`src/rtl/rf_controller.sv`:
```
// Sequencing controller for the 32-entry register-file datapath: read, execute, write back.
// Locked-destination write-backs are suppressed, and a stalled execution unit is aborted after TIMEOUT cycles.
module rf_controller #(
    parameter int unsigned TIMEOUT = 16,
    parameter int unsigned CNT_W   = 16
) (
    input  logic             dpclk,
    input  logic             rst,
    input  logic             instr_valid,
    output logic             instr_ready,
    input  logic [4:0]       instr_rs1,
    input  logic [4:0]       instr_rs2,
    input  logic [4:0]       instr_rd,
    input  logic             instr_wb,
    output logic [4:0]       read_sel_1,
    output logic [4:0]       read_sel_2,
    output logic [4:0]       write_sel,
    output logic             out_en_1,
    output logic             out_en_2,
    output logic             write,
    output logic             exec_start,
    input  logic             exec_done,
    input  logic [31:0]      lock_mask,
    output logic             busy,
    output logic             retire,
    output logic             wr_violation,
    output logic             exec_timeout,
    output logic [CNT_W-1:0] retire_count
);

    typedef enum logic [1:0] {IDLE, READ, EXEC, WB} state_t;

    localparam logic [7:0] LAST_CNT = 8'(TIMEOUT - 1);

    state_t     state;
    logic       wb_q;
    logic [7:0] exec_cnt;

    assign instr_ready = (state == IDLE);
    assign busy        = (state != IDLE);

    always_ff @(posedge dpclk) begin
        if (rst) begin
            state        <= IDLE;
            wb_q         <= 1'b0;
            exec_cnt     <= '0;
            read_sel_1   <= '0;
            read_sel_2   <= '0;
            write_sel    <= '0;
            out_en_1     <= 1'b0;
            out_en_2     <= 1'b0;
            write        <= 1'b0;
            exec_start   <= 1'b0;
            retire       <= 1'b0;
            wr_violation <= 1'b0;
            exec_timeout <= 1'b0;
            retire_count <= '0;
        end else begin
            exec_start   <= 1'b0;
            write        <= 1'b0;
            retire       <= 1'b0;
            wr_violation <= 1'b0;
            exec_timeout <= 1'b0;
            case (state)
                IDLE: begin
                    if (instr_valid) begin
                        read_sel_1 <= instr_rs1;
                        read_sel_2 <= instr_rs2;
                        write_sel  <= instr_rd;
                        wb_q       <= instr_wb;
                        exec_start <= 1'b1;
                        out_en_1   <= 1'b1;
                        out_en_2   <= 1'b1;
                        state      <= READ;
                    end
                end
                READ: begin
                    exec_cnt <= '0;
                    state    <= EXEC;
                end
                EXEC: begin
                    // Completion wins over the timeout check in the last allowed cycle.
                    if (exec_done) begin
                        out_en_1 <= 1'b0;
                        out_en_2 <= 1'b0;
                        if (!wb_q) begin
                            retire       <= 1'b1;
                            retire_count <= retire_count + 1'b1;
                            state        <= IDLE;
                        end else if (lock_mask[write_sel]) begin
                            wr_violation <= 1'b1;
                            state        <= IDLE;
                        end else begin
                            write <= 1'b1;
                            state <= WB;
                        end
                    end else if (exec_cnt == LAST_CNT) begin
                        out_en_1     <= 1'b0;
                        out_en_2     <= 1'b0;
                        exec_timeout <= 1'b1;
                        state        <= IDLE;
                    end else begin
                        exec_cnt <= exec_cnt + 1'b1;
                    end
                end
                WB: begin
                    retire       <= 1'b1;
                    retire_count <= retire_count + 1'b1;
                    state        <= IDLE;
                end
                default: state <= IDLE;
            endcase
        end
    end

endmodule
```
`config.mk`:
```
export PLATFORM = sky130hd
export DESIGN_NAME = rf_controller
export DESIGN_NICKNAME = d
export VERILOG_FILES = /design/src/rtl/rf_controller.sv
export SDC_FILE = /design/constraint.sdc
export NUM_CORES = 1
export LEC_CHECK = 0
export ABC_AREA = 1
export BUFFER_PORTS_ARGS = -buffer_cell sky130_fd_sc_hd__buf_2
export CAP_MARGIN = 25
export CELL_PAD_IN_SITES_DETAIL_PLACEMENT = 1
export CELL_PAD_IN_SITES_GLOBAL_PLACEMENT = 1
export CORE_MARGIN = 2
export CORE_UTILIZATION = 29
export CTS_CLUSTER_SIZE = 10
export DETAILED_ROUTE_END_ITERATION = 7
export PLACE_DENSITY = 0.78
export SYNTH_ARGS = -nofsm -noshare
export SYNTH_HDL_FRONTEND = slang
export SYNTH_SLANG_ARGS = --single-unit
```
`constraint.sdc`:
```
create_clock -name dpclk -period 2.3 [get_ports dpclk]
set_input_delay 0.115 -clock dpclk [delete_from_list [all_inputs] [get_ports dpclk]]
set_output_delay 0.115 -clock dpclk [all_outputs]
set_load 0.03 [all_outputs]
```
# Word level (Yosys, flattened, before mapping)
# Cells that the tools add are included.
# word_totals
output_inout_bits	40
word_cells	68
reg_bits	48
input_bits	52
# classes
n_addsub	2
n_reduce_logical	13
order_cmp	1
n_eq_ne	10
n_mux	25
bitwise	4
# op_table
cell	n
2-to-1 mux 16 bit	2
case mux 16 bit (2 select lines)	1
adder 16 x 1 -> 16 bit, second input constant	1
2-to-1 mux 8 bit	2
case mux 8 bit (2 select lines)	1
2-to-1 mux 1 bit	10
2-to-1 mux 2 bit	5
!= test 2 bit, second input constant	5
AND reduction 3 bit	3
adder 8 x 1 -> 8 bit, second input constant	1
== test 8 x 4 -> 1 bit, second input constant	1
case mux 2 bit (4 select lines)	1
nonzero test 2 bit	4
less-than comparator 5 x 6 -> 1 bit, second input constant	1
binary-select mux 1 bit (select 5 bit)	1
== test 2 bit, second input constant	2
NOT 1 bit	4
case mux 1 bit (2 select lines)	2
AND reduction 2 bit	2
OR reduction 4 bit	1
!= test 3 bit, second input constant	1
OR reduction 3 bit	1
== test 2 x 1 -> 1 bit, second input constant	1
zero test 2 bit	1
OR reduction 2 bit	1

# Longest topological paths before layout
# Gate-level depths: netlist of run 1.
# logic_depth
word_depth	6
ltp_mapped	12
mapped_depth_nobuf	10

# Worst setup path after synthesis of run 1
# OpenSTA, ideal clock, no wires.
# synth_path
path_kind	flip-flop to flip-flop
from	reg state[1]
to	reg read_sel_1[3]
n_path_buf	1
synth_period_minus_slack_ps	1583
path_stages_with_launch	6
t_arrival_ps	1468
setup_slack_ps	717
setup_ps	116
t_required_ps	2184
path_cell_list	dfxtp_1 > nor2_1 > nand2_1 > clkbuf_1 > o21ai_0 > nor2_1
# synth_between
elab_chain_cells	2
# synth_lines
element	line_no	source
from (decl)	35	state_t state;
from (signal assigned)	44	state <= IDLE;
from (signal assigned)	74	state <= READ;
from (signal assigned)	79	state <= EXEC;
zero test 2 bit	--	
via instr_ready	10	output logic instr_ready,
AND reduction 2 bit (no line)	--	
to (signal assigned)	67	read_sel_1 <= instr_rs1;
to (decl)	15	output logic [4:0] read_sel_1,
# The timed path passes the listed nets, and every way through them passes these cells.
# A chain may end at the register's enable or synchronous reset.

# Worst setup path after layout of run 1
# layout_path
from	reg wb_q
to	reg retire_count[11]
# layout_between
elab_chain_cells	2
# layout_lines
element	line_no	source
from (decl)	36	logic wb_q;
from (signal assigned)	70	wb_q <= instr_wb;
!= test 2 bit (no line)	--	
AND reduction 3 bit (no line)	--	
to (signal assigned)	88	retire_count <= retire_count + 1'b1;
to (signal assigned)	108	retire_count <= retire_count + 1'b1;
to (decl)	28	output logic [CNT_W-1:0] retire_count
# No other way between the ends.

==> results of run 1 <==
-- report_power, final --
part           leakage (nW)  switching (mW)  internal [mW]  total (mW)
clock network        0.0541           0.297          0.322       0.619
logic                 0.939           0.227          0.116       0.343
registers             0.391          0.0315          0.866       0.897
total                  1.38           0.556           1.30        1.86
-- logic make-up (layout without fill, tap and decap cells) --
| family | Yosys count | count (layout) | share of synthesized area, % |
|---|---|---|---|
| adder cells (fa/ha/maj) | 2 | 2 | 1.048 |
| XOR/XNOR | 5 | 5 | 1.834 |
| buffers and inverters | 47 | 135 | 9.172 |
| AND/OR/NAND/NOR | 187 | 187 | 34.64 |
| flip-flops | 48 | 48 | 40.25 |
| AO/OA/AOI/OAI | 61 | 61 | 13.05 |
-- final timing paths --
| kind | slack [ns] | end | cells after the start | start |
|---|---|---|---|---|
| min reg2reg | 0.49 | read_sel_1[1]$_SDFFE_PP0P_ | 2 | read_sel_1[1]$_SDFFE_PP0P_ |
| min | 0.02 | exec_timeout$_SDFF_PP0_ | 2 | exec_done |
| max | 0.55 | retire_count[11]$_SDFFE_PP0P_ | 9 | wb_q$_SDFFE_PP0P_ |
| max reg2reg | 0.55 | retire_count[11]$_SDFFE_PP0P_ | 9 | wb_q$_SDFFE_PP0P_ |
-- sequential cells by signal (all words and copies together), names as in the netlist, 2 cells and up --
name and flops:
read_sel_2 5, exec_cnt 8, read_sel_1 5, state 2
write_sel 5, retire_count 16
-- stage by stage --
stage | cells | hold WS (ns) | setup slack [ns] | cell area (sq um) | total power [mW]
global route | 543 | 0.01026 | 0.2855 | 3014 | 1.963
detailed placement | 535 | 0.3413 | 0.5660 | 2903 | 1.264
CTS | 543 | 0.002809 | 0.5407 | 3014 | 1.889
global placement | 535 | 0.3436 | 0.6693 | 2903 | 1.255
finish | 543 | 0.01784 | 0.5469 | 3014 | 1.859
floorplan | 350 | 0.1935 | 0.7166 | 2387 | 1.152
-- layout by cell type (no fill, tap or decap), types with 3 or more instances in the layout --
cell      synthesis  final
o21ai_0          28     28
nand3_1          29     29
nand2_1          86     86
nand3_2           3      3
nor3_1            7      7
nand4_1           5      5
nand2_2           3      3
a21oi_1          29     29
buf_2             0     91
inv_1            29     29
xor2_1            4      4
nor2_1           44     44
clkbuf_8          0      5
dfxtp_1          48     48
-- worst max-delay path, stage by stage (launching register included) --
cell and delay [ns]:
dfxtp_1 0.31, inv_1 0.08, nand2_1 0.07, a21oi_2 0.40, nand3b_1 0.18, nor2_2 0.19, nand3_2 0.11, o21ai_0 0.17
nand2_1 0.07, nor2_1 0.11
-- synth_stat cells (all sizes together) --
library cell and instances:
clkinv 2, o22ai 1, nand3 32, buf 6
and3 1, inv 32, nor4 2, xor2 4
ha 2, clkbuf 7, xnor2 1, nor2 46
dfxtp 48, nand3b 1, nand2 89, a21oi 30
nor3b 1, nor3 9, a31oi 1, o21ai 29
nand4 6
-- area by class of cell --
class                           count  area, sq um
Fill cell                        1110         5079
Inverter                           34        132.6
Tap cell                          105        131.4
Sequential cell                    48        960.9
Clock buffer                        5        68.82
Clock inverter                      3        42.54
Multi-Input combinational cell    255         1207
Timing Repair Buffer               93        470.5
-- per-layer routing --
metal	track usage (%)	vias to the layer above
li1	-	1309
met1	20.46	1168
met2	28.55	63
met4	4.589	0
met5	0	-
met3	3.033	7
==> flow_metrics.tcl, run 1 <==
set metrics [dict create \
    status "complete, no violations" \
    final-max-slew-violation-count 0 \
    grt_pass1_vias 2541 \
    timing.final.crit_share_pct 76.22 \
    power_density_nw_per_um2 616.8 \
    worstPathMaxFanout 11 \
    cts_tree "built" \
    synth.top_cells.by_area "dfxtp_1, nand2_1, nor2_1" \
    relSlewSlack_pct 43.19 \
    clk_pin_slew_ns 0.10 \
    antenna_left 0 \
    ir_drop_v 0.0002278 \
    dpl.hpwl_mm 5.467 \
    drt-met1-wl_mm 3.229 \
    rows 33 \
    cp.required_ns 2.54 \
    overflow 0 \
    drc 0 \
    syn_to_final_growth_pct 26.26 \
    final.setup.tns_ns 0 \
    leakagePower_nw 1.384 \
    drt-vias-per-instance 4.691 \
    top_layer "met4" \
    syn_nets 404 \
    antenna_found_initial 0 \
    crit_type "reg2reg" \
    ys_seq_area_share_pct 40.25 \
    gp_congestion 0.8061 \
    drtIter0Drc 54 \
    cts_resized 0 \
    synth_area_sq_um 2387 \
    start_util_pct 29.50 \
    maxCapViolCount 0 \
    yosysWarnings 0 \
    end_kind "flip-flop" \
    setup_viol 0 \
    n_antenna_cell 0 \
    synth.distinct_cells 32 \
    routed_wl_mm 7.003 \
    synth.top_cell.area_share_pct 40.25 \
    synth.ff_latch_count 48 \
    htree_levels 2 \
    io_buffers 91 \
    final_util_pct 37.24 \
    grt_max_degree 34 \
    holdBufCountCts 0 \
    chipWidth_um 94.73 \
    finalClockSkew_ns 0.009386 \
    fin_crit_ns 1.753 \
    wl_per_cell_um 12.90 \
    io_pins 92 \
    fin_nets 491 \
    worst_slew_pin_slew_ns 0.8513 \
    cts_setup_buffers 0 \
    syn-mean-instance-area_sq_um 6.821 \
    drive_gt1_share_pct 26.48 \
    coreArea_sq_um 8093 \
    drt-pass1-iter-count 4 \
    crit_path_start_kind "flip-flop" \
    synth_largest_area_cell "dfxtp_1" \
    die_area_sq_um 8974 \
    hold_viol 0 \
    insertion_delay_ns 0.30 \
    met3_length_um 350 \
    min_path_type "in2reg" \
    max_freq_mhz 570.4 \
    grt_util_all_layers_pct 16.33 \
    cts_root_buffer "clkbuf_8" \
    die_h_um 94.73 \
    grt_pass1_wl_mm 11.76 \
    cts_made_buffers 5 \
    crit_arrival_ns 1.99 \
    wl_met2_mm 3.348 \
    rsz0062_at_grt "false" \
    syn_inst 350 \
    cts_sinks 48 \
    num_vias 2547 \
    clockBufferDepth 2 \
]
Power figures use the tool's default switching activity.
==> inputs of run 2 (changes only) <==
clock period = 1.8 ns   (was 2.3 ns; I/O delays follow)
==> run 2 against run 1 <==
- sequential share of layout area down 0.77 points
- register-to-register slack got worse by 0.34 ns
- via count rose by 2.4%
- combinational power increased by 37%
- clock-buffer cell count rose by 1
- global-route usage up 0.21 points
- worst hold slack better by 0.030 ns
- largest cell class unchanged
==> flow_metrics.tcl, run 2 (same netlist as run 1, synthesis figures left out) <==
set metrics [dict create \
    status "complete, no violations" \
    overflow 0 \
    final_cell_area_sq_um 3093 \
    seqPwrFrac_pct 46.9 \
    fin_nets 498 \
    p_sw_uw 705.3 \
    end_kind "flip-flop" \
    cts_tree "built" \
    hold_path_end "read_sel_2[1]$_SDFFE_PP0P_" \
    place_area_sq_um 2953 \
    reg_top3 "retire_count: 16 flops, exec_cnt: 8 flops" \
    timing.rr.end "exec_cnt[4]$_SDFFE_PP0P_" \
    final_util_pct 38.22 \
    crit_path_start_kind "flip-flop" \
    finalClockSkew_ns 0.01568 \
    min_path_type "in2reg" \
    drt-pass1-iter-count 4 \
    worst_slew_pin_slew_ns 0.4471 \
    p_int_mw 1.723 \
    antenna_found_initial 0 \
    whs_ns 0.04828 \
    syn_to_final_growth_pct 29.56 \
    ir_drop_v 0.0003040 \
    largest_reg_flops 16 \
    clockBufferDepth 2 \
    leakagePower_nw 1.430 \
    cp.required_ns 2.04 \
    r2r_cells 9 \
    dpl.hpwl_mm 5.498 \
    routed_wl_mm 7.097 \
    htree_levels 2 \
    reg2reg_from "exec_cnt[1]$_SDFFE_PP0P_" \
    swShare_pct 29.05 \
    drtIter0Drc 70 \
    worstPathMaxFanout 7 \
    crit_arrival_ns 1.84 \
    layout_commonest_cell "buf_2" \
    crit_type "reg2reg" \
    chipWidth_um 94.73 \
    fin_crit_ns 1.596 \
    io_pins 92 \
    grt_util_all_layers_pct 16.54 \
    grt_pass1_vias 2598 \
    coreArea_sq_um 8093 \
    rows 33 \
    grt_max_degree 24 \
    p_comb_share_pct 19.3 \
    setup_ws_ns 0.2044 \
    timing.final.crit_share_pct 88.64 \
    placedCellCount 540 \
    power_density_nw_per_um2 785.1 \
    grt_pass1_wl_mm 12.07 \
    die_area_sq_um 8974 \
    insertion_delay_ns 0.30 \
    rsz0062_at_grt "false" \
    cts_root_buffer "clkbuf_8" \
    ff2ff_setup_slack_ns 0.20 \
    max_freq_mhz 626.7 \
    min_path_cells 3 \
    n_antenna_cell 0 \
    start_util_pct 29.50 \
    dp_slack_ns 0.1990 \
    fin_cells 550 \
    num_vias 2608 \
    clk_pin_slew_ns 0.10 \
    maxCapViolCount 0 \
    cts_made_buffers 5 \
    antenna_left 0 \
    drive_gt1_share_pct 27.64 \
    final_cell_mix "buf_2, nand2_1, dfxtp_1, nor2_1" \
    relSlewSlack_pct 69.92 \
    die_h_um 94.73 \
    crit_path_start "exec_cnt[1]$_SDFFE_PP0P_" \
    clkPwrFrac_pct 33.8 \
    wl_per_cell_um 12.90 \
    io_buffers 91 \
    drc 0 \
    gp_congestion 0.8709 \
    min_from "instr_rs2[1]" \
    final-max-slew-violation-count 0 \
    largest-register "retire_count" \
    drt-vias-per-instance 4.742 \
    totalPowerFinal_mw 2.428 \
    cts_sinks 48 \
    final.setup.tns_ns 0 \
    hold_viol 0 \
    setup_viol 0 \
]
## run 2: cell type report
type	instances	area, sq um
clock buffer	6	82.58
clock inverter	2	38.79
fill	1091	5000
inverter	34	132.6
multi-input combinational	255	1207
sequential	48	962.2
tap	105	131.4
timing repair buffer	100	538.0
## run 2: critical path: stages, from the launching register on
cell	delay [ns]
dfxtp_1	0.37
ha_1	0.18
nand2_1	0.09
nor2_1	0.14
nand4_1	0.15
nand3_2	0.14
nand2_2	0.13
inv_2	0.14
nand2_1	0.06
a21oi_1	0.13
## run 2: power by group through the flow
stage,registers (mW),clock network [mW],logic [mW]
after global routing,1.15,0.893,0.524
final,1.14,0.822,0.469
after CTS,1.14,0.858,0.473
after detailed placement,1.16,0,0.469
after floorplan,1.23,0,0.240
after global placement,1.16,0,0.456
## run 2: repair_timing
action,CTS,global route
hold buffers,1,0
setup buffers,0,1
endpoints found under the setup margin,0,5
gates resized for setup,0,1
endpoints found under the hold margin,1,0
## run 2: layer usage
layer  wire length, um  track usage [%]  part of all wire, %
met5                 0                0                    0
met4                95            5.072                  1.3
met3               398            3.512                  5.6
met2              3521            29.61                   50
met1              3081            19.71                   43
## run 2: worst max-delay path by stage
stage                                                to  depth (start not counted)
after floorplan              read_sel_1[3]$_SDFFE_PP0P_                          5
after global placement    retire_count[12]$_SDFFE_PP0P_                          9
after detailed placement       exec_cnt[6]$_SDFFE_PP0P_                          9
after CTS                      exec_cnt[6]$_SDFFE_PP0P_                          9
after global routing           exec_cnt[5]$_SDFFE_PP0P_                          9
final                          exec_cnt[4]$_SDFFE_PP0P_                          9
==> inputs of run 3 (changes only) <==
ABC_AREA = unset   (was 1)
CORE_UTILIZATION = 25   (was 29)
GPL_ROUTABILITY_DRIVEN = 0   (was unset)
PLACE_DENSITY = 0.68   (was 0.78)
==> run 3 against run 2 <==
- routed wire length decreased by 8.6%
- via count decreased by 14%
- worst hold slack lost 0.029 ns
- final cell count fell by 14%
- maximum frequency down 9.0%
- combinational power shrank 22%
- first-iteration DRC count is 27% lower
- clock-buffer cell count decreased by 1
- area after synthesis decreased by 6.6%
- critical path type unchanged
==> flow_metrics.tcl, run 3 <==
set metrics [dict create \
    grt_util_all_layers_pct 13.27 \
    multiInputGateArea_sq_um 1211 \
    synthMuxAreaShare_pct 8.081 \
    ys_top_cells_by_count "dfxtp_1, nand2_1, a21oi_1, nor2_1, mux2i_1" \
    n_antenna_cell 0 \
    finalClockSkew_ns 0.008950 \
    syn_to_final_growth_pct 35.63 \
    seq_area_sq_um 960.9 \
    insertion_delay_ns 0.30 \
    crit_type "reg2reg" \
    largest_reg_flops 16 \
    worstPathMaxFanout 8 \
    fin_nets 421 \
    final-max-slew-violation-count 0 \
    setup_ws_ns 0.04752 \
    maxCapViolCount 0 \
    synth-compound-area-share_pct 14.59 \
    drtIter0Drc 51 \
    power_density_nw_per_um2 789.1 \
    syn_inst 268 \
    cts_sinks 48 \
    crit_path_start_kind "flip-flop" \
    clockBufferDepth 2 \
    status "complete, no violations" \
    synth.top_cell.area_share_pct 43.10 \
    cts_made_buffers 5 \
    end_kind "flip-flop" \
    fin_cells 475 \
    synth_largest_area_cell "dfxtp_1" \
    synth.ff_latch_count 48 \
    ys_seq_area_share_pct 43.10 \
    overflow 0 \
    hold_viol 0 \
    cp.required_ns 2.01 \
    synth_top_family_by_area "simple AND/OR/NAND/NOR gates" \
    dpl.hpwl_mm 4.874 \
    start_util_pct 25.69 \
    io_buffers 91 \
    p_int_mw 1.784 \
    cts_root_buffer "clkbuf_8" \
    synth.distinct_cells 38 \
    rows 34 \
    synth_area_sq_um 2230 \
    cts_tree "built" \
    grt_pass1_vias 2258 \
    p_sw_uw 602.5 \
    timing.final.crit_share_pct 97.36 \
    swShare_pct 25.25 \
    fin_crit_ns 1.752 \
    drt-vias-per-instance 4.720 \
    yosys.area_share.simple_pct 25.03 \
    drt-pass1-iter-count 4 \
    slowest_delay_ns 0.54 \
    synth-adder-area-share_pct 1.122 \
    syn-mean-instance-area_sq_um 8.320 \
    synth.top_cells.by_area "dfxtp_1, mux2i_1, nand2_1" \
    layout_commonest_cell "buf_2" \
    antenna_left 0 \
    coreArea_sq_um 8678 \
    p_comb_share_pct 15.3 \
    synth.most_common_cell "dfxtp_1" \
    clk_pin_slew_ns 0.09 \
    leakagePower_nw 1.279 \
    crit_path_top_delay_cell "or3b_1" \
    wl_per_cell_um 13.66 \
    seqPwrFrac_pct 46.8 \
    fill_cells 1085 \
    reg_top3 "retire_count: 16 flops, exec_cnt: 8 flops" \
    grt_max_degree 31 \
    dp_slack_ns 0.09419 \
    clkPwrFrac_pct 37.8 \
    ir_drop_v 0.0002566 \
    final.setup.tns_ns 0 \
    min_path_type "in2reg" \
    io_pins 92 \
    largest-register "retire_count" \
    htree_levels 2 \
    placedCellCount 463 \
    synthArstFlopShare_pct 0 \
    yosysWarnings 0 \
    totalPowerFinal_mw 2.386 \
    chipWidth_um 98.44 \
    crit_arrival_ns 1.96 \
    setup_viol 0 \
    relSlewSlack_pct 74.30 \
    synth_xor_xnor_area_share_pct 4.714 \
    die_h_um 98.44 \
    syn_nets 322 \
    grt_pass1_wl_mm 10.57 \
    worst_slew_pin_slew_ns 0.3826 \
    routed_wl_mm 6.488 \
    crit_chain "or3b_1 > a21oi_4 > buf_4 > a41oi_1 > a211oi_1" \
    max_freq_mhz 570.6 \
    synth_edf_count 0 \
    ys.flop_type "dfxtp_1" \
    die_area_sq_um 9690 \
    final_cell_mix "buf_2, dfxtp_1, nand2_1, a21oi_1, nor2_1" \
    drive_gt1_share_pct 31.61 \
    num_vias 2242 \
    rsz0062_at_grt "true" \
    drc 0 \
    antenna_found_initial 0 \
    final_util_pct 34.85 \
]
## run 3: cell types whose count changed after synthesis, sizes merged, moves of 4 or more
| cell | delta |
|---|---|
| nand2 | -44 |
| inv | -28 |
| nand3 | -25 |
| nor2 | -25 |
| o21ai | -21 |
| mux2i | +18 |
| nor2b | +8 |
| xnor2 | +8 |
| or3 | +6 |
| a22oi | +4 |
| nor3 | -4 |
## run 3: area by class of cell
type	instances	share of cell area, %
inverter	4	0.4965
sequential	48	31.77
timing repair buffer	105	18.95
clock buffer	5	2.276
multi-input combinational	203	40.05
clock inverter	2	1.986
tap	108	4.468
## run 3: worst max-delay path: cells and delay by family, from the launching register on
| family | cells | cell delay, ns |
|---|---|---|
| compound gates | 3 | 0.61 |
| simple gates | 1 | 0.54 |
| flops | 1 | 0.36 |
| buf+inv | 1 | 0.14 |
## run 3: per-stage QoR
step	hold slack [ns]	area, sq um
6_report	0.01947	3024
5_1_grt	0.02544	3024
4_1_cts	0.01169	2977
3_5_place_dp	0.3400	2848
3_3_place_gp	0.3320	2848
2_1_floorplan	0.2260	2230
## run 3: cells by family (layout without fill, tap and decap cells)
| family | count (synthesis) | after routing |
|---|---|---|
| simple gates | 115 | 115 |
| buf+inv | 18 | 116 |
| compound gates | 55 | 56 |
| mux | 18 | 18 |
| flops | 48 | 48 |
| fa+ha+maj | 2 | 2 |
| xor+xnor | 12 | 12 |
## run 3: path summary, 6_finish.rpt
check	startpoint	end	slack (ns)	cells after the start
setup / recovery	state[0]$_SDFFE_PP0P_	exec_cnt[6]$_SDFFE_PP0P_	0.05	5
hold / removal	instr_rs2[1]	read_sel_2[1]$_SDFFE_PP0P_	0.02	3
setup reg to reg	state[0]$_SDFFE_PP0P_	exec_cnt[6]$_SDFFE_PP0P_	0.05	5
hold reg to reg	read_sel_1[4]$_SDFFE_PP0P_	read_sel_1[4]$_SDFFE_PP0P_	0.46	2
## run 3: routing by layer
metal	global-route usage, %	wire length (um)	up-vias
met2	24.02	3095	76
met1	15.53	2775	1023
li1	-	-	1130
met3	2.979	452	13
met5	0	0	-
met4	4.215	164	0
## run 3: power by group through the flow
stage | registers, mW | clock network (mW) | logic [mW]
after floorplan | 1.20 | 0 | 0.167
after global placement | 1.14 | 0 | 0.360
after detailed placement | 1.14 | 0 | 0.366
after CTS | 1.12 | 0.940 | 0.367
after global routing | 1.13 | 0.979 | 0.404
final | 1.12 | 0.903 | 0.366
## run 3: repair_timing
item | 4_1_cts | 5_1_grt
resized for setup | 0 | 1
setup endpoints to repair | 0 | 8
setup buffers | 0 | 4
hold buffers | 0 | 0
